File: src/rtl/miner_pkg.sv
// Shared types and constants for the miner datapath blocks.
package miner_pkg;

    localparam int unsigned NONCE_W = 32;
    localparam int unsigned DROP_W  = 8;

    typedef logic [NONCE_W-1:0] nonce_t;

    typedef enum logic [1:0] {
        GNQ_IDLE  = 2'd0,
        GNQ_ACK   = 2'd1,
        GNQ_DRAIN = 2'd2
    } gnq_state_t;

endpackage

File: src/rtl/golden_nonce_queue_if.sv
// Nonce input, work-load flag and serial_transmit handshake of the golden nonce queue.
interface golden_nonce_queue_if
    import miner_pkg::*;
#(
    parameter int unsigned DEPTH = 8
);
    localparam int unsigned CNT_W = $clog2(DEPTH) + 1;

    logic              nonce_valid;
    nonce_t            nonce;
    logic              load_flag;
    logic              tx_busy;
    logic              tx_send;
    nonce_t            tx_word;
    logic [CNT_W-1:0]  pending;
    logic [DROP_W-1:0] dropped;

    modport master (
        output nonce_valid, nonce, load_flag, tx_busy,
        input  tx_send, tx_word, pending, dropped
    );

    modport slave (
        input  nonce_valid, nonce, load_flag, tx_busy,
        output tx_send, tx_word, pending, dropped
    );

endinterface

File: src/rtl/nonce_fifo.sv
// Single-clock nonce FIFO with flush, occupancy count and a registered head word.
module nonce_fifo
    import miner_pkg::*;
#(
    parameter int unsigned DEPTH = 8
) (
    input  logic                     clk,
    input  logic                     reset,
    input  logic                     push,
    input  logic                     pop,
    input  logic                     flush,
    input  nonce_t                   din,
    output nonce_t                   head,
    output logic [$clog2(DEPTH):0]   count
);
    localparam int unsigned PTR_W = $clog2(DEPTH);
    localparam int unsigned CNT_W = PTR_W + 1;

    nonce_t           mem [DEPTH];
    logic [PTR_W-1:0] wr_ptr;
    logic [PTR_W-1:0] rd_ptr;
    logic [PTR_W-1:0] rd_next_c;

    assign rd_next_c = rd_ptr + PTR_W'(1);

    // Storage write; the caller never pushes into a full FIFO without a pop.
    always_ff @(posedge clk) begin
        if (push && !flush) begin
            mem[wr_ptr] <= din;
        end
    end

    // Pointers, occupancy and head register; head follows the entry at rd_ptr.
    always_ff @(posedge clk) begin
        if (reset) begin
            wr_ptr <= '0;
            rd_ptr <= '0;
            count  <= '0;
            head   <= '0;
        end else if (flush) begin
            wr_ptr <= '0;
            rd_ptr <= '0;
            count  <= '0;
        end else begin
            if (push) wr_ptr <= wr_ptr + PTR_W'(1);
            if (pop)  rd_ptr <= rd_next_c;
            case ({push, pop})
                2'b10:   count <= count + CNT_W'(1);
                2'b01:   count <= count - CNT_W'(1);
                default: count <= count;
            endcase
            if (pop) begin
                head <= (count == CNT_W'(1)) ? din : mem[rd_next_c];
            end else if (push && (count == '0)) begin
                head <= din;
            end
        end
    end

endmodule

File: src/rtl/golden_nonce_queue.sv
// Buffers golden nonces and hands them one at a time to serial_transmit.
module golden_nonce_queue
    import miner_pkg::*;
#(
    parameter int unsigned DEPTH      = 8,
    parameter bit          DUP_FILTER = 1'b1
) (
    input  logic                 clk,
    input  logic                 reset,
    golden_nonce_queue_if.slave  bus
);
    localparam int unsigned CNT_W = $clog2(DEPTH) + 1;

    gnq_state_t        state;
    gnq_state_t        state_d;
    logic              ack_cnt;
    logic              ack_cnt_d;
    logic              tx_send_q;
    logic              send_d;
    nonce_t            tx_word_q;
    nonce_t            word_d;
    logic              load_flag_q;
    logic              dup_valid;
    nonce_t            last_nonce;
    logic [DROP_W-1:0] dropped_q;
    nonce_t            head;
    logic [CNT_W-1:0]  count;

    logic flush_c;
    logic dup_hit_c;
    logic push_req_c;
    logic full_c;
    logic push_c;
    logic drop_c;
    logic pop_c;

    nonce_fifo #(.DEPTH(DEPTH)) u_fifo (
        .clk   (clk),
        .reset (reset),
        .push  (push_c),
        .pop   (pop_c),
        .flush (flush_c),
        .din   (bus.nonce),
        .head  (head),
        .count (count)
    );

    // Push qualification: flush blocks, duplicates vanish, full without pop drops.
    always_comb begin
        flush_c    = (bus.load_flag != load_flag_q);
        dup_hit_c  = DUP_FILTER && dup_valid && (bus.nonce == last_nonce);
        push_req_c = bus.nonce_valid && !flush_c && !dup_hit_c;
        full_c     = (count == CNT_W'(DEPTH));
        push_c     = push_req_c && (!full_c || pop_c);
        drop_c     = push_req_c && full_c && !pop_c;
    end

    // Flush detection, duplicate register and saturating drop counter.
    always_ff @(posedge clk) begin
        if (reset) begin
            load_flag_q <= bus.load_flag;
            dup_valid   <= 1'b0;
            last_nonce  <= '0;
            dropped_q   <= '0;
        end else begin
            load_flag_q <= bus.load_flag;
            if (flush_c) begin
                dup_valid <= 1'b0;
            end else if (push_c) begin
                dup_valid  <= 1'b1;
                last_nonce <= bus.nonce;
            end
            if (drop_c && (dropped_q != '1)) begin
                dropped_q <= dropped_q + DROP_W'(1);
            end
        end
    end

    // Transmit FSM next-state and output decode; ACK gives up after two cycles.
    always_comb begin
        state_d   = state;
        ack_cnt_d = ack_cnt;
        send_d    = 1'b0;
        word_d    = tx_word_q;
        pop_c     = 1'b0;
        case (state)
            GNQ_IDLE: begin
                if ((count != '0) && !bus.tx_busy) begin
                    send_d    = 1'b1;
                    word_d    = head;
                    pop_c     = 1'b1;
                    ack_cnt_d = 1'b0;
                    state_d   = GNQ_ACK;
                end
            end
            GNQ_ACK: begin
                if (bus.tx_busy || ack_cnt) begin
                    state_d = GNQ_DRAIN;
                end else begin
                    ack_cnt_d = 1'b1;
                end
            end
            GNQ_DRAIN: begin
                if (!bus.tx_busy) state_d = GNQ_IDLE;
            end
            default: state_d = GNQ_IDLE;
        endcase
    end

    // FSM state and registered handshake outputs.
    always_ff @(posedge clk) begin
        if (reset) begin
            state     <= GNQ_IDLE;
            ack_cnt   <= 1'b0;
            tx_send_q <= 1'b0;
            tx_word_q <= '0;
        end else begin
            state     <= state_d;
            ack_cnt   <= ack_cnt_d;
            tx_send_q <= send_d;
            tx_word_q <= word_d;
        end
    end

    assign bus.tx_send = tx_send_q;
    assign bus.tx_word = tx_word_q;
    assign bus.pending = count;
    assign bus.dropped = dropped_q;

endmodule
File: src/flat_wrapper.sv
// flat-port wrapper written by rule: the top's interface ports become plain ports
module golden_nonce_queue_flat import miner_pkg::*;
#(
    parameter int unsigned DEPTH      = 8,
    parameter bit          DUP_FILTER = 1'b1
)
  (clk, reset, bus_nonce_valid, bus_nonce, bus_load_flag, bus_tx_busy, bus_tx_send, bus_tx_word, bus_pending, bus_dropped);
  golden_nonce_queue_if #(.DEPTH(DEPTH)) bus_i ();
  input  logic clk;
  input  logic reset;
  input wire logic [$bits(bus_i.nonce_valid)-1:0] bus_nonce_valid;
  input wire logic [$bits(bus_i.nonce)-1:0] bus_nonce;
  input wire logic [$bits(bus_i.load_flag)-1:0] bus_load_flag;
  input wire logic [$bits(bus_i.tx_busy)-1:0] bus_tx_busy;
  output wire logic [$bits(bus_i.tx_send)-1:0] bus_tx_send;
  output wire logic [$bits(bus_i.tx_word)-1:0] bus_tx_word;
  output wire logic [$bits(bus_i.pending)-1:0] bus_pending;
  output wire logic [$bits(bus_i.dropped)-1:0] bus_dropped;
  assign bus_i.nonce_valid = bus_nonce_valid;
  assign bus_i.nonce = bus_nonce;
  assign bus_i.load_flag = bus_load_flag;
  assign bus_i.tx_busy = bus_tx_busy;
  assign bus_tx_send = bus_i.tx_send;
  assign bus_tx_word = bus_i.tx_word;
  assign bus_pending = bus_i.pending;
  assign bus_dropped = bus_i.dropped;
  golden_nonce_queue #(.DEPTH(DEPTH), .DUP_FILTER(DUP_FILTER)) u_core (.clk(clk), .reset(reset), .bus(bus_i));
endmodule
File: config.mk
export PLATFORM = sky130hd
export DESIGN_NAME = golden_nonce_queue_flat
export DESIGN_NICKNAME = d
export VERILOG_FILES = /design/src/rtl/miner_pkg.sv /design/src/rtl/golden_nonce_queue_if.sv /design/src/rtl/nonce_fifo.sv /design/src/rtl/golden_nonce_queue.sv /design/src/flat_wrapper.sv
export SDC_FILE = /design/constraint.sdc
export NUM_CORES = 1
export LEC_CHECK = 0
export BUFFER_PORTS_ARGS = -buffer_cell sky130_fd_sc_hd__buf_2
export CORE_UTILIZATION = 60
export CTS_BUF_LIST = sky130_fd_sc_hd__clkbuf_8
export DETAILED_ROUTE_END_ITERATION = 8
export PLACE_DENSITY = 0.78
export SETUP_SLACK_MARGIN = 0.2
export SYNTH_ARGS = -nofsm -noshare
export SYNTH_HDL_FRONTEND = slang
export SYNTH_SLANG_ARGS = --single-unit
File: constraint.sdc
create_clock -name clk -period 6.24 [get_ports clk]
set_input_delay 0 -clock clk [delete_from_list [all_inputs] [get_ports clk]]
set_output_delay 0 -clock clk [all_outputs]
set_load 0.1 [all_outputs]
Word level (Yosys, flattened, before mapping). Memories as Yosys holds them, arrays and structs flattened. Index checks and enable logic that the tools add are counted.

Reduce and logical (&&, ||, !) cells: 29. Bitwise gates (word level): 1. Multiplexer cells: 15. Equality and inequality tests: 13. Add/subtract/negate cells: 5.

Operators with widths (number): $mux W32 (3); $eq A32 B32 Y1 (1); $logic_and A1 B1 Y1 (10); $add A8 B1 Y8 const B (1); $ne A8 B8 Y1 const B (1); $pmux W4 S2 (1); $add A3 B1 Y3 const B (2); $mux W1 (6); $mux W2 (3); $pmux W2 S3 (1); $reduce_and A2 Y1 (3); $reduce_and A3 Y1 (2); $reduce_bool A2 Y1 (3); $logic_not A1 Y1 (5); $add A4 B1 Y4 const B (1); $eq A2 B1 Y1 const B (2); $eq A2 B2 Y1 const B (2); $eq A4 B1 Y1 const B (1); $eq A4 B4 Y1 const B (1); $logic_not A4 Y1 (1); $ne A2 B1 Y1 const B (2); $ne A2 B2 Y1 const B (2); $reduce_bool A4 Y1 (1); $sub A4 B1 Y4 const B (1); other kinds (6) (7).

Register bits after elaboration: 120. Output and inout port bits: 45. Word-level logic and storage cells: 76. Input bits: 37. Memories kept: 1. RAM bits: 256.

Memories: u_core.u_fifo.mem (words 8, width 32, rd ports 1, clocked after memory_dff 0, write ports 1, line nonce_fifo.sv:19) `nonce_t mem [DEPTH];`.

Depth between registers and ports, before layout. Gate-level depths: netlist of the first run.

Word-level depth: 9. Mapped depth: 10. Gate-level depth less buffers: 9.

Cells and area by module. A second synthesis of the first run with hierarchy kept.

Cell total of the unflattened synthesis: 1169. Area, all modules: 15441.1 um2.

Modules (own cells, without submodules): nonce_fifo (cells each 767, instances 1, area each 11925.2 um2, seq. area each 8528.2 um2); golden_nonce_queue (cells each 402, instances 1, area each 3515.9 um2, seq. area each 1561.5 um2).

Worst setup path after synthesis of the first run. No wires, ideal clock.

Path kind: reg-to-reg. From: register u_core.u_fifo.count[1]. To: memory u_core.u_fifo.mem[0][0] (netlist bit), enable pin. Slack: 198 ps. Stages on the path, launching flop included: 9. Arrival time: 5529 ps. Clock period less this slack: 6042 ps. Buffers on the path: 1. Required time: 5727 ps. Setup time: 513 ps. Cell sequence: dfxtp_1 -> inv_1 -> ha_1 -> nand3b_1 -> or2_1 -> nand2_1 -> nor2_1 -> buf_6 -> nor4b_1.

Word-level cells in the longest chain between the ends: 9. Elaborated cells between the ends (all ways): 11. Those cells by class: 1 x eq/ne; 4 x mux; 6 x reduce/logical.

Ends and longest elaborated chain: start, declared (line nonce_fifo.sv:14) `output logic [$clog2(DEPTH):0] count`; start signal, assigned (line nonce_fifo.sv:48) `2'b10: count <= count + CNT_W'(1);`; start signal, assigned (line nonce_fifo.sv:49) `2'b01: count <= count - CNT_W'(1);`; start signal, assigned (line nonce_fifo.sv:50) `default: count <= count;`; $reduce_bool A4 Y1 (line golden_nonce_queue.sv:88) `if ((count != '0) && !bus.tx_busy) begin`; $logic_and A1 B1 Y1 (line golden_nonce_queue.sv:88); $mux W1 (line golden_nonce_queue.sv:88); $mux W1 (line golden_nonce_queue.sv:86) `case (state)`; $logic_or A1 B1 Y1 (*) (line golden_nonce_queue.sv:54) `push_c = push_req_c && (!full_c || pop_c);`; $logic_and A1 B1 Y1 (*) (line golden_nonce_queue.sv:54); $logic_and A1 B1 Y1 (*) (line nonce_fifo.sv:28) `if (push && !flush) begin`; $mux W1 (*) (line nonce_fifo.sv:28); $mux W1 (not written as such) (*) (line nonce_fifo.sv:29) `mem[wr_ptr] <= din;`; end, declared (line nonce_fifo.sv:19).

Mark *: on every way between the ends. The rest lies on a longest branch, timed or not.

Final worst setup path of the first run.
From: register u_core.u_fifo.count[1]. To: memory u_core.u_fifo.mem[1][20] (netlist bit), enable pin.

The elaborated chain is that of the path after synthesis.

==> reports/results.txt, run 1 <==
Final Hold Vio Count: 0
Die width: 161 um
WL/cell: 20.7 um
Syn nets: 1040
Critical-path maximum fanout: 39
CP Capture Type: flip-flop
Compound-Gate Fraction of Synth Area: 0.0608
Reg2Reg Depth: 10
Row count: 57
Post-layout net count: 1178
Post-Syn Area per Cell: 15.1 um2
Req. time, crit path: 6.49 ns
Clock root buffer: clkbuf_8
Critical path class: flip-flop to flip-flop
Register bit total from synthesis: 376
Largest family of logic cells by synthesized area: multiplexers
LEAKAGE: 5.89 nW
H-tree levels: 2
Peak VDD IR: 0.202 mV
Min-delay worst type: input port to flip-flop
Top cells by area, synth: edfxtp_1 (51%), dfxtp_1 (16%), mux4_2 (9.5%), mux2i_1 (4.4%), nor2_1 (2.2%)
Total gr overflow: 0
Post-synth EDFFs: 256
Simple-gate share of the synthesized area: 0.0802
Vias in the first global route: 9161
Seq/Total Area, Yosys: 0.668
Total Die Area: 25800 um2
Area Overhead vs Synth: 15.9%
Worst Setup SP: u_core.u_fifo.count[1]$_SDFFE_PP0P_
Post-synthesis mux area share: 0.139
Clock sink total: 376
Antenna violations before repair: 0
Minimum clock period: 4.01 ns
Xor-xnor portion of the synthesized cell area: 0.0244
RSZ-0062 raised after global routing: false
Worst R2R End: u_core.u_fifo.mem[1][20]$_DFFE_PP_
Drt first-iter violations: 726
Routability cong.: 0.857
Max-Cap Viols: 0
# diodes: 0
CTS buffer count: 57
Cells after synthesis: 997
PortBufs: 81
Setup TNS: 0 ns
Clk slew on worst S/H paths: 0.07 ns
Setup crit end: u_core.u_fifo.mem[1][20]$_DFFE_PP_
Commonest non-fill, non-tap cells in the layout: edfxtp_1 (256), dfxtp_1 (119), nor2_1 (86)
Status: finished clean
Register-to-register setup slack: 2.23 ns
FFs w/ async S/R, synth: 0
Clock buffer depth: 3
Tightest Pin Transition: 1.18 ns
Adder-cell area share of the yosys netlist: 0.00497
Cell accounting for the most synthesized area: edfxtp_1
Commonest non-fill, non-tap cell in the layout: edfxtp_1
Synth unique cells: 48
FMAX: 0.250 GHz
Slew margin rel.: 0.207
Vias post-DR: 8808
Cell Pwr Density: 305 nW/um2
HPWL Detailed: 18100 um
Syn. warnings: 0
Synth Flop Type: edfxtp_1
Largest net degree at the start of global routing: 60
Residual DRC: 0
CTS tree: built
Fraction of layout cells with a size suffix above 1: 0.277
Synth top area share: 0.509
Cell Area, Synth: 15100 um2
Worst R2R Start: u_core.u_fifo.count[1]$_SDFFE_PP0P_
Max Slew Vio Count: 0
Crit start category: flip-flop
WL final: 31200 um
Die height: 161 um
Crit path DAT: 4.26 ns
Ports: 82
Endpoints failing setup: 0
Clk_skew: 0.0187 ns
Clock latency on the worst-skew pair: 0.59 ns
Core area: 24500 um2
Final core occ: 0.715
Initial Util: 0.617
Vias per cell: 5.84
Final period util: 0.642
Tot GR Track Use: 0.250
DRT antenna net count: 0
First drt pass iteration count: 5
First-pass GRT wire length: 49200 um
Yosys cell counts (3+ instances only):
| cell type | instances |
|---|---|
| a211o_1 | 32 |
| a211oi_1 | 3 |
| a21oi_1 | 42 |
| a21oi_2 | 33 |
| buf_2 | 17 |
| buf_6 | 5 |
| buf_8 | 3 |
| clkbuf_1 | 31 |
| dfxtp_1 | 120 |
| edfxtp_1 | 256 |
| ha_1 | 6 |
| inv_1 | 7 |
| mux2i_1 | 66 |
| mux4_2 | 64 |
| nand2_1 | 83 |
| nand2_2 | 30 |
| nand3_1 | 6 |
| nand4_1 | 10 |
| nor2_1 | 89 |
| nor3_1 | 10 |
| nor3b_1 | 4 |
| o21ai_0 | 6 |
| or3_1 | 4 |
| xnor2_1 | 35 |
| xor2_1 | 7 |
per-stage QoR:
step	hold slack (ns)	setup slack, ns	power [W]	area (um2)	std cells
2_1_floorplan	0.0277	0.386	0.00307	15100	997
3_3_place_gp	0.152	2.34	0.00317	15900	1364
3_5_place_dp	0.153	2.20	0.00318	15900	1364
4_1_cts	0.0700	2.17	0.00537	17500	1508
5_1_grt	0.0905	1.94	0.00552	17500	1508
6_report	0.105	2.23	0.00534	17500	1508
critical path, cell delays in order, from the launching register on:
cell and delay, ns:
dfxtp_1 0.44, inv_1 0.13, ha_1 0.24, nand3b_1 0.11, or2_1 0.18, nand2_1 0.17
nor2_4 0.12, buf_4 0.52, nand2_1 0.31, nor3_2 0.95, buf_4 0.46
worst min path at each step:
stage	from	to	slack, ns	cells past startpoint
4_1_cts	bus_load_flag	u_core.load_flag_q$_DFF_P_	0.07	2
3_5_place_dp	bus_load_flag	u_core.load_flag_q$_DFF_P_	0.15	1
2_1_floorplan	bus_load_flag	u_core.load_flag_q$_DFF_P_	0.03	0
5_1_grt	bus_load_flag	u_core.load_flag_q$_DFF_P_	0.09	2
6_report	bus_load_flag	u_core.load_flag_q$_DFF_P_	0.10	2
3_3_place_gp	bus_load_flag	u_core.load_flag_q$_DFF_P_	0.15	1
report_power, final:
group / leakage, nW / internal [W] / total [W] / switching (W)
registers: 3.29 / 0.00272 / 0.00275 / 0.0000358
logic: 1.88 / 0.000142 / 0.000393 / 0.000251
clock network: 0.720 / 0.00127 / 0.00219 / 0.000925
sequential cells by signal, indices dropped and copies added, names as in the netlist, 2 cells and up:
name	cells
u_core.last_nonce	32
u_core.state	2
u_core.u_fifo.wr_ptr	3
u_core.bus.tx_word	32
u_core.u_fifo.count	4
u_core.u_fifo.head	32
u_core.u_fifo.mem	256
u_core.bus.dropped	8
u_core.u_fifo.rd_ptr	3
cell families after synthesis:
logic type                 after synthesis
and+or+nand+nor                        254
DFF                                    376
xor gates and xnor gates                42
adders and majority gates                6
buffers and inverters                   64
muxes                                  130
AOI/OAI and AO/OA                      125
timing repair:
item	in CTS	in global routing
setup endpoints to repair	0	0
hold endpoints to repair	355	0
gates resized for setup	0	0
buffers inserted	0	0
hold buffers	36	0
area by class of cell:
type / count / area [um2]
Sequential cell: 376 / 10100
Inverter: 7 / 26.3
Clock buffer: 67 / 922
Fill cell: 1564 / 6960
Tap cell: 324 / 405
Multi-Input combinational cell: 557 / 4790
Timing Repair Buffer: 136 / 911
Clock inverter: 41 / 350
routing by layer:
| metal | GRT usage | part of all wire | vias to the layer above | routed length [um] |
|---|---|---|---|---|
| met5 | 0 | 0 | - | 0 |
| met4 | 0.0974 | 0.028 | 0 | 872 |
| met3 | 0.0390 | 0.055 | 66 | 1720 |
| met2 | 0.424 | 0.50 | 290 | 15700 |
| met1 | 0.325 | 0.41 | 4415 | 13000 |
| li1 | - | - | 4037 | - |
Power figures use the tool's default switching activity.
==> run 2, diff against run 1 <==
- ABC_AREA: unset -> 1
- clock period: 6.24 -> 3.8 ns (I/O delays scaled with it)
==> reports/results.txt, run 2 <==
Max Slew Vio Count: 0 (unchanged)
Cell accounting for the most synthesized area: edfxtp_1
Core area: 25500 um2 (+4.1%)
Vias post-DR: 11700 (+33%)
First drt pass iteration count: 5 (unchanged)
Peak VDD IR: 0.343 mV (+70%)
Syn. warnings: 0 (unchanged)
Overall Power: 0.00903 W (+69%)
FMAX: 0.312 GHz (+25%)
Req. time, crit path: 4.08 ns (-2.41 ns)
Residual DRC: 0 (unchanged)
Vias in the first global route: 11500 (+25%)
Clock buffer depth: 3 (unchanged)
Simple-gate share of the synthesized area: 0.142 (+0.0614)
Syn nets: 1571 (+51%)
Top cells by area, synth: edfxtp_1 (49%), dfxtp_1 (15%), nor2_1 (5.8%), o21ai_0 (4.2%), nand2_1 (3.7%)
Endpoints failing setup: 0 (unchanged)
Min-delay worst type: input port to flip-flop
Ports: 82 (unchanged)
Synth Flop Type: edfxtp_1
Clock sink total: 376 (unchanged)
Routability cong.: 0.818 (-4.5%)
Final period util: 0.844 (+0.202)
Fraction of layout cells with a size suffix above 1: 0.142 (-0.135)
Post-layout net count: 1680 (+43%)
Row count: 58 (+1.8%)
Antenna violations before repair: 0 (unchanged)
Clock root buffer: clkbuf_8
Crit start category: flip-flop
Vias per cell: 5.83 (-0.21%)
PnR worst setup slack: 0.591 ns (-1.64 ns)
Compound-Gate Fraction of Synth Area: 0.149 (+0.0884)
Dpl ws: 0.665 ns (-1.53 ns)
Largest family of logic cells by synthesized area: compound AO/OA/AOI/OAI gates
LEAKAGE: 6.78 nW (+15%)
Tot GR Track Use: 0.291 (+0.0408)
CTS buffer count: 58 (+1.8%)
Clk_skew: 0.0307 ns (+0.0120 ns)
Clock latency on the worst-skew pair: 0.60 ns (about the same)
Crit path DAT: 3.49 ns (-0.77 ns)
Max-Cap Viols: 0 (unchanged)
Cell Pwr Density: 501 nW/um2 (+64%)
Register bit total from synthesis: 376 (unchanged)
H-tree levels: 2 (unchanged)
Critical path class: flip-flop to flip-flop
Initial Util: 0.619 (+0.00187)
Synth unique cells: 35 (-27%)
Xor-xnor portion of the synthesized cell area: 0.00659 (-0.0178)
Area Overhead vs Synth: 14.3%
Post-Syn Area per Cell: 10.3 um2 (-32%)
Largest net degree at the start of global routing: 83 (+38%)
Status: finished clean
Clk slew on worst S/H paths: 0.06 ns (about the same)
Minimum clock period: 3.21 ns (-0.798 ns)
Drt first-iter violations: 1087 (+50%)
Die height: 164 um (+2.2%)
PortBufs: 81 (unchanged)
Slew margin rel.: 0.201 (-0.00566)
Post-synth EDFFs: 256 (unchanged)
CTS tree: built
DRT antenna net count: 0 (unchanged)
Post-synthesis mux area share: 0 (-0.139)
Fillers: 1839 (+18%)
Die width: 164 um (+2.2%)
FFs w/ async S/R, synth: 0 (unchanged)
Final Hold Slack: 0.117 ns (+0.0120 ns)
RSZ-0062 raised after global routing: false
Most flops, register: u_core.u_fifo.mem
Total gr overflow: 0 (unchanged)
WL final: 38000 um (+22%)
Seq/Total Area, Yosys: 0.640 (-0.0284)
First-pass GRT wire length: 60100 um (+22%)
Tightest Pin Transition: 1.20 ns (+0.0132 ns)
Synth top area share: 0.488 (-0.0217)
WL/cell: 18.8 um (-9.0%)
Top cells by count, synth: edfxtp_1 (256), nor2_1 (244), nand2_1 (157), o21ai_0 (132), dfxtp_1 (120)
Cells after synthesis: 1528 (+53%)
Cell Area, Synth: 15800 um2 (+4.4%)
Max reg flops: 256 (unchanged)
CP Capture Type: flip-flop
Total Die Area: 26900 um2 (+4.4%)
Final Hold Vio Count: 0 (unchanged)
Critical-path maximum fanout: 20 (-49%)
Most frequent cell after synthesis: edfxtp_1
Commonest non-fill, non-tap cell in the layout: edfxtp_1
# diodes: 0 (unchanged)
Adder-cell area share of the yosys netlist: 0.00476 (-0.000212)
Commonest non-fill, non-tap cells in the layout: edfxtp_1 (256), nor2_1 (236), nand2_1 (157)
Setup TNS: 0 ns (unchanged)
HPWL Detailed: 23100 um (+27%)
run 2: cell count changes after synthesis, moves of 38 or more:
cell,change
a21oi_1,+38
nand2_1,+74
o21ai_0,+126
nor2_1,+155
mux4_2,-64
o21bai_1,+64
nand3_1,+79
inv_1,+107
o21ai_1,+40
o221ai_1,+64
mux2i_1,-66
run 2: kinds of logic after synthesis:
kind of cell / after synthesis
simple gates: 531
compound gates: 384
flops: 376
buf+inv: 220
xor+xnor: 11
fa+ha+maj: 6
run 2: final timing paths:
check                                           start                            endpoint  slack [ns]  cells past startpoint
hold / removal                          bus_load_flag          u_core.load_flag_q$_DFF_P_        0.12                      2
setup / recovery  u_core.u_fifo.count[0]$_SDFFE_PP0P_  u_core.u_fifo.mem[4][18]$_DFFE_PP_        0.59                     12
setup reg to reg  u_core.u_fifo.count[0]$_SDFFE_PP0P_  u_core.u_fifo.mem[4][18]$_DFFE_PP_        0.59                     12
hold reg to reg           u_core.ack_cnt$_SDFFE_PP0P_         u_core.ack_cnt$_SDFFE_PP0P_        0.48                      2
run 2: final cells by class:
cell class	count	area, um2	share of cell area
clock buffer	64	881	0.0489
tap	330	413	0.0229
sequential	376	10100	0.560
inverter	125	470	0.0261
clock inverter	44	205	0.0114
multi-input combinational	932	4850	0.269
timing repair buffer	144	1110	0.0615
run 2: report_power, final:
part	leakage [nW]	switching, W	internal [W]	total [W]
clock network	0.622	0.00151	0.00161	0.00312
logic	2.86	0.000939	0.000362	0.00130
registers	3.30	0.0000902	0.00451	0.00460
run 2: metal layers:
metal / part of all wire / wire (um) / vias up / track usage
li1: - / - / 5550 / -
met1: 0.40 / 15200 / 5633 / 0.376
met2: 0.50 / 18800 / 470 / 0.492
met3: 0.071 / 2690 / 92 / 0.0417
met4: 0.032 / 1220 / 0 / 0.119
met5: 0 / 0 / - / 0
run 2: critical path, stage by stage (launching register included):
cell and delay, ns:
dfxtp_1 0.42, inv_1 0.10, ha_1 0.22, inv_1 0.07, nor2_2 0.06, nand2_4 0.11, nand3_4 0.08, nand3_1 0.16
inv_2 0.07, nor2_4 0.38, nand2_1 0.37, nor2_4 0.56, buf_12 0.27
run 2: timing repair:
item / 4_1_cts / 5_1_grt
gates resized for setup: 0 / 0
setup buffers: 0 / 0
endpoints found under the hold margin: 318 / 0
hold buffers: 37 / 0
run 2: metrics by stage:
step / cell area, um2 / cells / util
after global routing: 18000 / 2015 / 0.707
after CTS: 18000 / 2015 / 0.707
final: 18000 / 2015 / 0.707
after global placement: 16600 / 1870 / 0.650
after floorplan: 15800 / 1528 / -
after detailed placement: 16600 / 1870 / 0.650
==> run 3, diff against run 2 <==
- CORE_UTILIZATION: 60 -> 57
- clock period: 3.8 -> 2.9 ns (I/O delays scaled with it)
==> reports/results.txt, run 3 (same netlist as run 2, synthesis figures left out) <==
Status: finished clean
Critical-path maximum fanout: 64 (+220%)
First drt pass iteration count: 5 (unchanged)
Clock root buffer: clkbuf_8
Worst Setup SP: u_core.u_fifo.count[0]$_SDFFE_PP0P_
WL/cell: 18.2 um (-3.2%)
Peak VDD IR: 0.425 mV (+24%)
Max-Cap Viols: 0 (unchanged)
Die width: 168 um (+2.6%)
Area occupied by multi-input gates: 4850 um2 (about the same)
LEAKAGE: 6.87 nW (+1.3%)
Fraction of layout cells with a size suffix above 1: 0.151 (+0.00869)
Cell Pwr Density: 656 nW/um2 (+31%)
Fillers: 2063 (+12%)
Vias in the first global route: 11600 (+1.4%)
CTS tree: built
Antenna violations before repair: 1 (+1)
Max reg flops: 256 (unchanged)
Clk_skew: 0.0234 ns (-0.00730 ns)
FMAX: 0.404 GHz (+30%)
Crit start category: flip-flop
First-pass GRT wire length: 59100 um (-1.6%)
Slew margin rel.: 0.368 (+0.167)
PortBufs: 81 (unchanged)
Vias post-DR: 11700 (-0.28%)
Vias per cell: 5.75 (-1.3%)
Final period util: 0.852 (+0.00810)
Reg2Reg Depth: 15 (+3)
Setup TNS: 0 ns (unchanged)
Worst R2R Start: u_core.u_fifo.count[0]$_SDFFE_PP0P_
Tightest Pin Transition: 0.947 ns (-0.249 ns)
Routability cong.: 0.830 (+1.4%)
Core area: 27000 um2 (+6.1%)
Overall Power: 0.0119 W (+31%)
Crit path DAT: 3.00 ns (-0.49 ns)
Endpoints failing setup: 0 (unchanged)
Area Overhead vs Synth: 14.5%
Clock sink total: 376 (unchanged)
Busiest grt layer: met2
Die height: 168 um (+2.6%)
Final Hold Vio Count: 0 (unchanged)
Final core occ: 0.668 (-0.0393)
Row count: 60 (+3.4%)
Register-to-register setup slack: 0.43 ns (-0.16 ns)
Drt first-iter violations: 1036 (-4.7%)
Largest net degree at the start of global routing: 91 (+9.6%)
Worst R2R End: u_core.u_fifo.head[16]$_SDFFE_PP0P_
H-tree levels: 2 (unchanged)
Total Die Area: 28300 um2 (+5.2%)
Min-delay worst type: input port to flip-flop
Most flops, register: u_core.u_fifo.mem
Register area: 10100 um2 (+0.12%)
CTS buffer count: 58 (unchanged)
Commonest non-fill, non-tap cell in the layout: edfxtp_1
Clock latency on the worst-skew pair: 0.61 ns (about the same)
HPWL Detailed: 21900 um (-5.0%)
Post-cts sizing count: 0 (unchanged)
Tot GR Track Use: 0.265 (-0.0251)
Post-layout net count: 1688 (+0.48%)
Total gr overflow: 0 (unchanged)
CP Capture Type: flip-flop
Ports: 82 (unchanged)
Max Slew Vio Count: 0 (unchanged)
Met1 usage: 0.329 (-0.0463)
Met2 GRT Util: 0.460 (-0.0317)
Clk slew on worst S/H paths: 0.06 ns (about the same)
Initial Util: 0.583 (-0.0356)
Commonest non-fill, non-tap cells in the layout: edfxtp_1 (256), nor2_1 (236), nand2_1 (156)
WL final: 37100 um (-2.2%)
DRT antenna net count: 0 (unchanged)
Req. time, crit path: 3.43 ns (-0.65 ns)
Minimum clock period: 2.47 ns (-0.736 ns)
Critical path class: flip-flop to flip-flop
M3 GR Usage: 0.0425 (+0.000882)
Setup crit end: u_core.u_fifo.head[16]$_SDFFE_PP0P_
Clock buffer depth: 3 (unchanged)
Residual DRC: 0 (unchanged)
RSZ-0062 raised after global routing: false
## run 3: changes by cell type in the layout (fill, tap and decap cells not counted), moves of 5 or more
cell | previous run | this run
buf_12 | 11 | 5
buf_4 | 15 | 29
clkbuf_8 | 64 | 69
clkinv_1 | 17 | 5
clkinv_2 | 6 | 1
inv_1 | 131 | 142
## run 3: worst min-delay path by stage
stage / from / endpoint / slack [ns] / depth (start not counted)
after detailed placement: bus_load_flag / u_core.load_flag_q$_DFF_P_ / 0.14 / 1
final: bus_load_flag / u_core.load_flag_q$_DFF_P_ / 0.08 / 2
after global routing: bus_load_flag / u_core.load_flag_q$_DFF_P_ / 0.07 / 2
after floorplan: bus_load_flag / u_core.load_flag_q$_DFF_P_ / 0.03 / 0
after CTS: bus_load_flag / u_core.load_flag_q$_DFF_P_ / 0.03 / 2
after global placement: bus_load_flag / u_core.load_flag_q$_DFF_P_ / 0.13 / 1
## run 3: critical path, cell delays in order, from the launching register on
cell and delay (ns):
dfxtp_4 0.37, inv_2 0.05, ha_1 0.21, inv_1 0.07
nor2_2 0.06, nand2_4 0.09, nand3_4 0.07, buf_4 0.27
a31oi_4 0.22, buf_12 0.31, nand3_1 0.14, o21ai_1 0.11
inv_1 0.07, nand3_1 0.09, nand2_1 0.07, nor2_1 0.12
## run 3: report_power, final
part / internal (W) / switching [W]
clock network: 0.00215 / 0.00199
registers: 0.00591 / 0.000116
logic: 0.000470 / 0.00122
total: 0.00853 / 0.00332
## run 3: stage by stage
step           hold slack (ns)  instance area, um2  std cells  worst slack (ns)
2_1_floorplan           0.0277               15800       1528             0.208
3_3_place_gp             0.131               16600       1889             0.560
3_5_place_dp             0.138               16600       1889             0.498
4_1_cts                 0.0309               18100       2035             0.457
5_1_grt                 0.0730               18100       2036             0.225
6_report                0.0770               18100       2036             0.428
## run 3: layout make-up
class                      count  area share
multi-input combinational    932       0.268
tap                          341      0.0236
clock inverter                40     0.00894
antenna                        1    0.000139
timing repair buffer         152      0.0606
clock buffer                  69      0.0526
sequential                   376       0.560
inverter                     125      0.0261
## run 3: metal layers
metal / up-vias / share of wire
met4: 0 / 0.032
met1: 5643 / 0.41
met5: - / 0
met3: 75 / 0.059
li1: 5564 / -
met2: 430 / 0.50
## run 3: timing repair
item                      CTS  global route
hold buffers               37             0
setup buffers               0             0
hold endpoints to repair  323             0
